[src/rtl/count_capture_fifo.sv]
// count_capture_fifo: snapshots the counter value on each rising edge of
// cap into a small show-ahead FIFO. The oldest snapshot is presented on a
// valid/ready port. A capture that finds the FIFO full, with no pop in the
// same cycle, is dropped and recorded in a sticky overflow flag.
module count_capture_fifo #(
    parameter int N     = 3,
    parameter int DEPTH = 4
) (
    input  logic                     clk,
    input  logic                     clr,
    input  logic [0:N]               count,
    input  logic                     cap,
    output logic [0:N]               out_data,
    output logic                     out_valid,
    input  logic                     out_ready,
    output logic                     full,
    output logic                     empty,
    output logic [$clog2(DEPTH):0]   level,
    output logic                     ovf,
    input  logic                     ovf_clr
);

    localparam int AW = $clog2(DEPTH);
    localparam int LW = AW + 1;

    logic [0:N]    mem_r [DEPTH];
    logic [AW-1:0] wr_ptr_r;
    logic [AW-1:0] rd_ptr_r;
    logic [LW-1:0] level_r;
    logic [LW-1:0] level_nxt_s;
    logic          cap_d_r;
    logic          ovf_r;

    logic          cap_evt_s;
    logic          full_s;
    logic          empty_s;
    logic          pop_s;
    logic          push_s;
    logic          drop_s;

    // Status is derived from the entry count only; the pointers are equal
    // both when the FIFO is empty and when it is full.
    assign full_s    = (level_r == LW'(DEPTH));
    assign empty_s   = (level_r == {LW{1'b0}});
    assign cap_evt_s = cap & ~cap_d_r;
    assign pop_s     = ~empty_s & out_ready;
    // A pop in the same cycle frees a slot, so a capture into a full FIFO
    // is still accepted then.
    assign push_s    = cap_evt_s & (~full_s | pop_s);
    assign drop_s    = cap_evt_s & full_s & ~pop_s;

    // Next entry count from the push/pop combination of this cycle.
    always_comb begin
        level_nxt_s = level_r;
        case ({push_s, pop_s})
            2'b10:   level_nxt_s = level_r + LW'(1);
            2'b01:   level_nxt_s = level_r - LW'(1);
            default: level_nxt_s = level_r;
        endcase
    end

    // Capture-request history for rising-edge detection.
    always_ff @(posedge clk or negedge clr) begin
        if (!clr) begin
            cap_d_r <= 1'b0;
        end else begin
            cap_d_r <= cap;
        end
    end

    // Storage array; reset clears every entry so the head reads zero.
    always_ff @(posedge clk or negedge clr) begin
        if (!clr) begin
            for (int i = 0; i < DEPTH; i++) begin
                mem_r[i] <= {(N+1){1'b0}};
            end
        end else if (push_s) begin
            mem_r[wr_ptr_r] <= count;
        end else begin
            mem_r[wr_ptr_r] <= mem_r[wr_ptr_r];
        end
    end

    // Read/write pointers and entry count; pointers wrap naturally at DEPTH.
    always_ff @(posedge clk or negedge clr) begin
        if (!clr) begin
            wr_ptr_r <= {AW{1'b0}};
            rd_ptr_r <= {AW{1'b0}};
            level_r  <= {LW{1'b0}};
        end else begin
            if (push_s) begin
                wr_ptr_r <= wr_ptr_r + AW'(1);
            end else begin
                wr_ptr_r <= wr_ptr_r;
            end
            if (pop_s) begin
                rd_ptr_r <= rd_ptr_r + AW'(1);
            end else begin
                rd_ptr_r <= rd_ptr_r;
            end
            level_r <= level_nxt_s;
        end
    end

    // Sticky overflow flag; a drop in the same cycle as a clear keeps it set.
    always_ff @(posedge clk or negedge clr) begin
        if (!clr) begin
            ovf_r <= 1'b0;
        end else if (drop_s) begin
            ovf_r <= 1'b1;
        end else if (ovf_clr) begin
            ovf_r <= 1'b0;
        end else begin
            ovf_r <= ovf_r;
        end
    end

    assign out_data  = mem_r[rd_ptr_r];
    assign out_valid = ~empty_s;
    assign full      = full_s;
    assign empty     = empty_s;
    assign level     = level_r;
    assign ovf       = ovf_r;

endmodule

[config.mk]
export PLATFORM = sky130hd
export DESIGN_NAME = count_capture_fifo
export DESIGN_NICKNAME = d
export VERILOG_FILES = /design/src/rtl/count_capture_fifo.sv
export SDC_FILE = /design/constraint.sdc
export NUM_CORES = 1
export LEC_CHECK = 0
export CORE_MARGIN = 4
export CORE_UTILIZATION = 25
export CTS_CLUSTER_SIZE = 12
export DETAILED_ROUTE_END_ITERATION = 12
export GPL_ROUTABILITY_DRIVEN = 0
export PLACE_DENSITY = 0.43
export SYNTH_ARGS = -nofsm -noshare
export SYNTH_HDL_FRONTEND = slang
export SYNTH_SLANG_ARGS = --single-unit
export TNS_END_PERCENT = 100
[constraint.sdc]
create_clock -name clk -period 4.7 [get_ports clk]
set_clock_uncertainty 0.1 [all_clocks]
set_input_delay 0.94 -clock clk [delete_from_list [all_inputs] [get_ports clk]]
set_output_delay 0.94 -clock clk [all_outputs]
set_load 0.1 [all_outputs]
==> run_results.csv, run 1 <==
group,metric,value,unit
synthesis,syn_area,1310,um^2
cts,cts_buffers,3,
setup_path,critical_path_class,"reg -> out",
timing,hold_ws,0.4457,ns
setup_path,worstSetupStartpointType,"flop",
timing,finalWorstSetupSlack,1.274,ns
cts,cts.root.buffer_cell,"clkbuf_8",
routing,num_vias,909,
job,cap_violations,0,
grt,gr-total-overflow,0,
cts,cts_resized,0,
timing,finalSetupViolCount,0,
timing,finalMaxSlewViolations,0,
routing,drtIter0Drc,11,
layout,fillers,538,
grt,grt_max_degree,26,
timing,max_freq,291.8,MHz
synthesis,synth_warnings,0,
routing,via_per_inst,4.500,
die,core.rowCount,26,
routing,postRouteAntennaNets,0,
synthesis,syn-num-nets,128,
placed_design,pre_cts_ws,1.561,ns
timing,finalCritPeriodShare,0.7290,
synthesis,synthDistinctLibCells,27,
placed_design,io_buffers,19,
placed_design,dpl.hpwl,2145,um
synthesis,synth_ff_type,"dfrtp_1",
setup_path,required,3.66,ns
setup_path,critPathMaxFanout,6,
timing,grt_setup_unrepaired,"no",
synthesis,yosys.area.top_type_share,0.4776,
routing,drt_pass1_iterations,4,
die,coreArea,5107,um^2
run_status,outcome,"finished, final reports clean",
synthesis,syn_inst,114,
cts,cts_tree,"yes",
synthesis,ys_ff_latch,25,
timing,tns,0,ns
routing,drc,0,
layout,final_nets,147,
layout,multiInputGateArea,635.6,um^2
layout,final-seq-area,625.6,um^2
synthesis,ys_seq_area_frac,0.4776,
timing,worstMarginPinSlew,0.9718,ns
grt,antenna_found_initial,0,
timing,hold_viol_final,0,
synthesis,synth_common_cells,"dfrtp_1 (25), a21oi_1 (18), nor2_1 (16)",
synthesis,synth_area_leaders,"dfrtp_1 (48%), mux4_2 (14%), a21oi_1 (6.9%)",
cts,cts_max_level,1,
layout,area_growth,23.59,%
cts,post_cts_buffers,0,
hold_path,hold_class,"reg -> reg",
die,die_y,80.39,um
routing,wl_per_cell,14.36,um
setup_path,end_kind,"primary output",
synthesis,synth.avg_cell_area,11.49,um^2
die,die_area,6463,um^2
routing,wl,2900,um
grt,track_usage,0.09849,
die,pin_count,20,
cts,clockBufferDepth,2,
layout,drive_gt1_frac,0.1212,
synthesis,synth_enable_flop_cells,0,
synthesis,yosysMostFrequentCell,"dfrtp_1",
cts,clkTransAtPathRegs,0.09,ns
grt,grt_pass1_wl,4816,um
die,die_w,80.39,um
layout,diodes,0,
setup_path,cp.arrival,2.39,ns
cts,clkSinkCount,25,
timing,fin_crit,3.426,ns
cts,hold_buffers,0,
synthesis,post-synth-top-area-cell,"dfrtp_1",
die,initial_core_util,0.2565,
synthesis,async_flop_share,1.000,
timing,slew_headroom,0.3501,
grt,grt_pass1_vias,960,
cts,insertion_delay,0.27,ns
[logic make-up after synthesis]
kind of cell / after synthesis / synth area share
and+or+nand+nor: 27 / 0.1079
muxes: 13 / 0.1767
adders and majority gates: 5 / 0.05349
DFF: 25 / 0.4776
xor gates and xnor gates: 6 / 0.04011
buffers and inverters: 13 / 0.03725
AOI/OAI and AO/OA: 25 / 0.1070
[per-stage QoR]
step,area [um^2],utilization,cells
CTS,1619,0.3170,202
global placement,1573,0.3079,198
finish,1619,0.3170,202
global route,1619,0.3170,202
detailed placement,1573,0.3079,198
floorplan,1310,-,114
[sequential cells by signal (all words and copies together) (netlist names)]
register / cells
rd_ptr_r: 2
level: 3
cap_d_r: 1
mem_r: 16
wr_ptr_r: 2
ovf: 1
[worst max-delay path: stages (launching register included)]
cell             delay (ns)
dfrtp_1                0.55
mux4_2                 0.57
clkdlybuf4s50_1        0.99
[routing by layer]
| metal | wire length (um) | global-route usage |
|---|---|---|
| met5 | 0 | 0 |
| met4 | 10 | 0.01520 |
| met3 | 132 | 0.02578 |
| met2 | 1397 | 0.1738 |
| met1 | 1359 | 0.1222 |
[cells in the final DEF (no fill, tap or decap), types with 2 or more instances in the layout]
cell,n
o211ai_1,2
nand2_1,2
mux4_2,8
dfrtp_1,25
nor2_1,16
clkbuf_8,3
inv_1,7
xor2_1,2
mux2i_1,4
xnor2_1,4
nand3_1,3
clkdlybuf4s50_1,19
a21oi_1,18
ha_1,4
[final cells by class]
| type | instances | share of cell area |
|---|---|---|
| clock buffers | 3 | 0.02550 |
| clock inverters | 1 | 0.003091 |
| inverters | 7 | 0.01623 |
| multi-input cells | 76 | 0.3926 |
| flip-flops and latches | 25 | 0.3864 |
| well taps | 70 | 0.05410 |
| repair buffers | 20 | 0.1221 |
[worst paths after layout]
kind	slack (ns)	depth (start not counted)	end	startpoint
hold / removal	0.45	2	ovf	ovf
min in group asynchronous	0.94	2	ovf	clr
max in group asynchronous	3.31	2	mem_r[1]	clr
setup / recovery	1.27	2	out_data[0]	rd_ptr_r[0]
hold reg to reg	0.45	2	ovf	ovf
setup reg to reg	2.68	6	level[1]	level[2]
Power of run 1 is left out: the tool's default activity adds up to more than one toggle a clock period on the data nets, which glitch-free logic cannot reach.
==> run 2, diff against run 1 <==
Clock period 4.7 ns to 3.55 ns, I/O delays scaled along.
==> run_results.csv, run 2 (synthesis results as in run 1) <==
group,metric,value,unit
setup_path,cp_num_buf_inv,1,
routing,postRouteAntennaNets,0,
setup_path,rr_worst_depth,6,
timing,finalSetupViolCount,0,
layout,layout_commonest_cell,"dfrtp_1",
setup_path,crit_start,"ovf",
timing,grt_setup_unrepaired,"no",
setup_path,max_stage_delay,1.13,ns
layout,final_nets,147,
die,pin_count,20,
cts,clkTransAtPathRegs,0.09,ns
routing,drt_pass1_iterations,4,
cts,hold_buffers,0,
routing,wl_per_cell,14.29,um
setup_path,regToRegEndpoint,"level[1]",
grt,track_usage,0.09771,
placed_design,io_buffers,19,
setup_path,reg2reg_from,"level[2]",
die,die_area,6463,um^2
setup_path,worstSetupStartpointType,"flop",
setup_path,end_kind,"primary output",
timing,tns,0,ns
layout,top_register,"mem_r",
timing,worstMarginPinSlew,0.9666,ns
setup_path,crit_family,"buffers and inverters",
setup_path,critical_path_class,"reg -> out",
cts,cts_max_level,1,
setup_path,required,2.74,ns
setup_path,r2r_setup_slack,1.55,ns
cts,clockBufferDepth,2,
cts,cts_tree,"yes",
placed_design,place_inst,198,
timing,finalCritPeriodShare,0.7187,
cts,cts_buffers,3,
layout,diodes,0,
routing,num_vias,913,
grt,grt_max_degree,26,
placed_design,dpl.hpwl,2085,um
die,coreArea,5107,um^2
die,die_w,80.39,um
routing,via_per_inst,4.520,
cts,insertion_delay,0.27,ns
setup_path,worstPathCellList,"clkdlybuf4s50_1",
die,core.rowCount,26,
cts,post_cts_buffers,0,
routing,wl,2886,um
layout,final-seq-area,625.6,um^2
routing,drtIter0Drc,19,
timing,finalWorstSetupSlack,0.9986,ns
timing,max_freq,391.9,MHz
layout,final_cell_area,1594,um^2
layout,drive_gt1_frac,0.1970,
layout,fillers,523,
grt,grt_pass1_vias,958,
timing,fin_crit,2.551,ns
hold_path,hold_class,"reg -> reg",
die,initial_core_util,0.2565,
setup_path,critPathMaxFanout,2,
setup_path,cp.arrival,1.74,ns
layout,final_cell_mix,"dfrtp_1 (25), a21oi_1 (18), nor2_1 (16)",
grt,grt_pass1_wl,4795,um
routing,drc,0,
placed_design,post_dp_cell_area,1548,um^2
layout,largest_reg_flops,16,
timing,slew_headroom,0.3536,
layout,stdcell_count,202,
cts,cts.root.buffer_cell,"clkbuf_8",
grt,antenna_found_initial,0,
setup_path,crit_cells,1,
setup_path,crit_path_end,"ovf",
cts,clkSinkCount,25,
job,cap_violations,0,
setup_path,crit_slowest_cell,"clkdlybuf4s50_1",
grt,gr-total-overflow,0,
timing,finalMaxSlewViolations,0,
placed_design,pre_cts_ws,0.8708,ns
cts,cts_resized,0,
die,die_y,80.39,um
layout,multiInputGateArea,635.6,um^2
run_status,outcome,"finished, final reports clean",
layout,area_growth,21.68,%
timing,hold_viol_final,0,
==> run 2: final cells by class <==
cell class,instances,area share
multi-input combinational,76,0.3987
tap,70,0.05495
clock buffer,3,0.02590
sequential,25,0.3925
inverter,7,0.01648
timing repair buffer,20,0.1083
clock inverter,1,0.003140
==> run 2: how the worst min path moves through the flow <==
stage	start	endpoint	depth (start not counted)
finish	ovf	ovf	2
global placement	mem_r[1]	mem_r[1]	2
CTS	ovf	ovf	2
floorplan	clr	cap_d_r	0
detailed placement	ovf	ovf	2
global route	ovf	ovf	2
==> run 2: per-stage QoR <==
stage	utilization	hold WS, ns
2_1_floorplan	-	0.3144
3_3_place_gp	0.3030	0.4215
3_5_place_dp	0.3030	0.4228
4_1_cts	0.3121	0.4364
5_1_grt	0.3121	0.4491
6_report	0.3121	0.4289
==> run 2: per-layer routing <==
metal	vias up	part of all wire	global-route usage
met2	29	0.51	0.1639
li1	434	-	-
met1	448	0.43	0.1242
met3	2	0.061	0.03139
met5	-	0	0
met4	0	0.0038	0.01689
Power of run 2 is left out for the same reason.
==> run 3, diff against run 2 <==
Settings changed: PLACE_DENSITY 0.43 to 0.45.
Clock period 3.55 ns to 2.2 ns, I/O delays scaled along.
==> run_results.csv, run 3 (synthesis results as in run 1) <==
group,metric,value,unit
run_status,outcome,"finished, final reports clean",
die,die_y,80.39,um
layout,drive_gt1_frac,0.2774,
setup_path,cp_num_buf_inv,1,
layout,stdcell_count,207,
routing,wl,2892,um
routing,drc,0,
setup_path,cp.arrival,1.52,ns
grt,grt_max_degree,26,
setup_path,worstPathCellList,"mux4_2, buf_12",
die,die_area,6463,um^2
cts,clockBufferDepth,2,
grt,antenna_found_initial,0,
timing,grt_setup_unrepaired,"no",
cts,clkTransAtPathRegs,0.08,ns
routing,postRouteAntennaNets,0,
grt,grt_use_met1,0.1281,
layout,final_cell_mix,"dfrtp_1 (21), a21oi_1 (18), nor2_1 (16)",
routing,drtIter0Drc,36,
grt,track_usage,0.09950,
placed_design,dpl.hpwl,2149,um
cts,insertion_delay,0.26,ns
setup_path,crit_family,"multiplexers",
grt,gr-total-overflow,0,
timing,hold_viol_final,0,
cts,post_cts_buffers,0,
setup_path,r2r_setup_slack,0.28,ns
layout,layout_commonest_cell,"dfrtp_1",
grt,grt_pass1_vias,994,
die,die_w,80.39,um
grt,grtUsageMet3,0.03027,
layout,largest_reg_flops,16,
timing,slew_headroom,0.7265,
cts,cts.root.buffer_cell,"clkbuf_8",
cts,hold_buffers,0,
routing,num_vias,916,
timing,finalMaxSlewViolations,0,
timing,worstMarginPinSlew,0.4102,ns
placed_design,io_buffers,19,
die,pin_count,20,
setup_path,reg2reg_from,"level[2]",
layout,area_growth,32.28,%
routing,drt_pass1_iterations,3,
setup_path,worstSetupStartpointType,"flop",
timing,fin_crit,2.061,ns
layout,top_register,"mem_r",
layout,final_nets,152,
grt,grt-busiest-layer,"met2",
job,cap_violations,0,
cts,cts_max_level,1,
cts,cts_tree,"yes",
timing,max_freq,485.1,MHz
timing,finalCritPeriodShare,0.9370,
die,coreArea,5107,um^2
setup_path,end_kind,"primary output",
timing,finalSetupViolCount,0,
die,core.rowCount,26,
hold_path,hold_class,"in -> async",
routing,via_per_inst,4.425,
setup_path,rr_worst_depth,6,
cts,clkSinkCount,25,
setup_path,critical_path_class,"reg -> out",
grt,met2_usage,0.1672,
placed_design,place_inst,203,
cts,cts_buffers,3,
setup_path,crit_slowest_cell,"mux4_2",
layout,diodes,0,
setup_path,regToRegEndpoint,"level[1]",
setup_path,required,1.66,ns
routing,wl_per_cell,13.97,um
setup_path,max_stage_delay,0.58,ns
setup_path,critPathMaxFanout,6,
grt,grt_pass1_wl,4919,um
die,initial_core_util,0.2565,
cts,cts_resized,1,
[run 3: cell count changes in the layout (fill, tap and decap cells not counted), moves of 2 or more]
cell and delta:
buf_12 +7, dfrtp_2 +4, clkdlybuf4s50_1 -2, dfrtp_1 -4
[run 3: worst max-delay path by stage]
stage / startpoint / cells after the start / to / slack, ns
after floorplan: level[2] / 2 / empty / 0.006
after global placement: out_ready / 7 / level[1] / -0.11
after detailed placement: out_ready / 5 / mem_r[3] / -0.14
after CTS: rd_ptr_r[0] / 2 / out_data[0] / 0.11
after global routing: cap / 7 / level[1] / 0.06
final: rd_ptr_r[0] / 2 / out_data[1] / 0.14
[run 3: layout make-up]
cell class | count | area, um^2
clock buffer | 3 | 41.29
clock inverter | 1 | 5.005
multi-input combinational | 76 | 640.6
fill | 524 | 3374
inverter | 7 | 30.03
timing repair buffer | 25 | 297.8
tap | 70 | 87.58
sequential | 25 | 630.6
[run 3: routing by layer]
metal / vias up / wire length (um)
met5: - / 0
met3: 2 / 160
li1: 447 / -
met2: 20 / 1390
met1: 447 / 1331
met4: 0 / 10
[run 3: worst reg2reg max path, delay by kind of cell, from the launching register on]
family / cells / cell delay, ns
AOI/OAI and AO/OA: 4 / 0.75
adders and majority gates: 1 / 0.43
DFF: 1 / 0.46
and+or+nand+nor: 1 / 0.08
[run 3: metrics by stage]
step	util	setup TNS, ns	setup slack [ns]	hold WS [ns]	cell area, um^2
floorplan	-	0	0.006350	0.04441	1323
global placement	0.3295	-1.176	-0.1094	0.4266	1683
detailed placement	0.3295	-1.594	-0.1437	0.4371	1683
CTS	0.3388	0	0.1137	0.4474	1730
global route	0.3393	0	0.06362	0.4597	1733
finish	0.3393	0	0.1386	0.4386	1733
Power of run 3 is left out for the same reason.
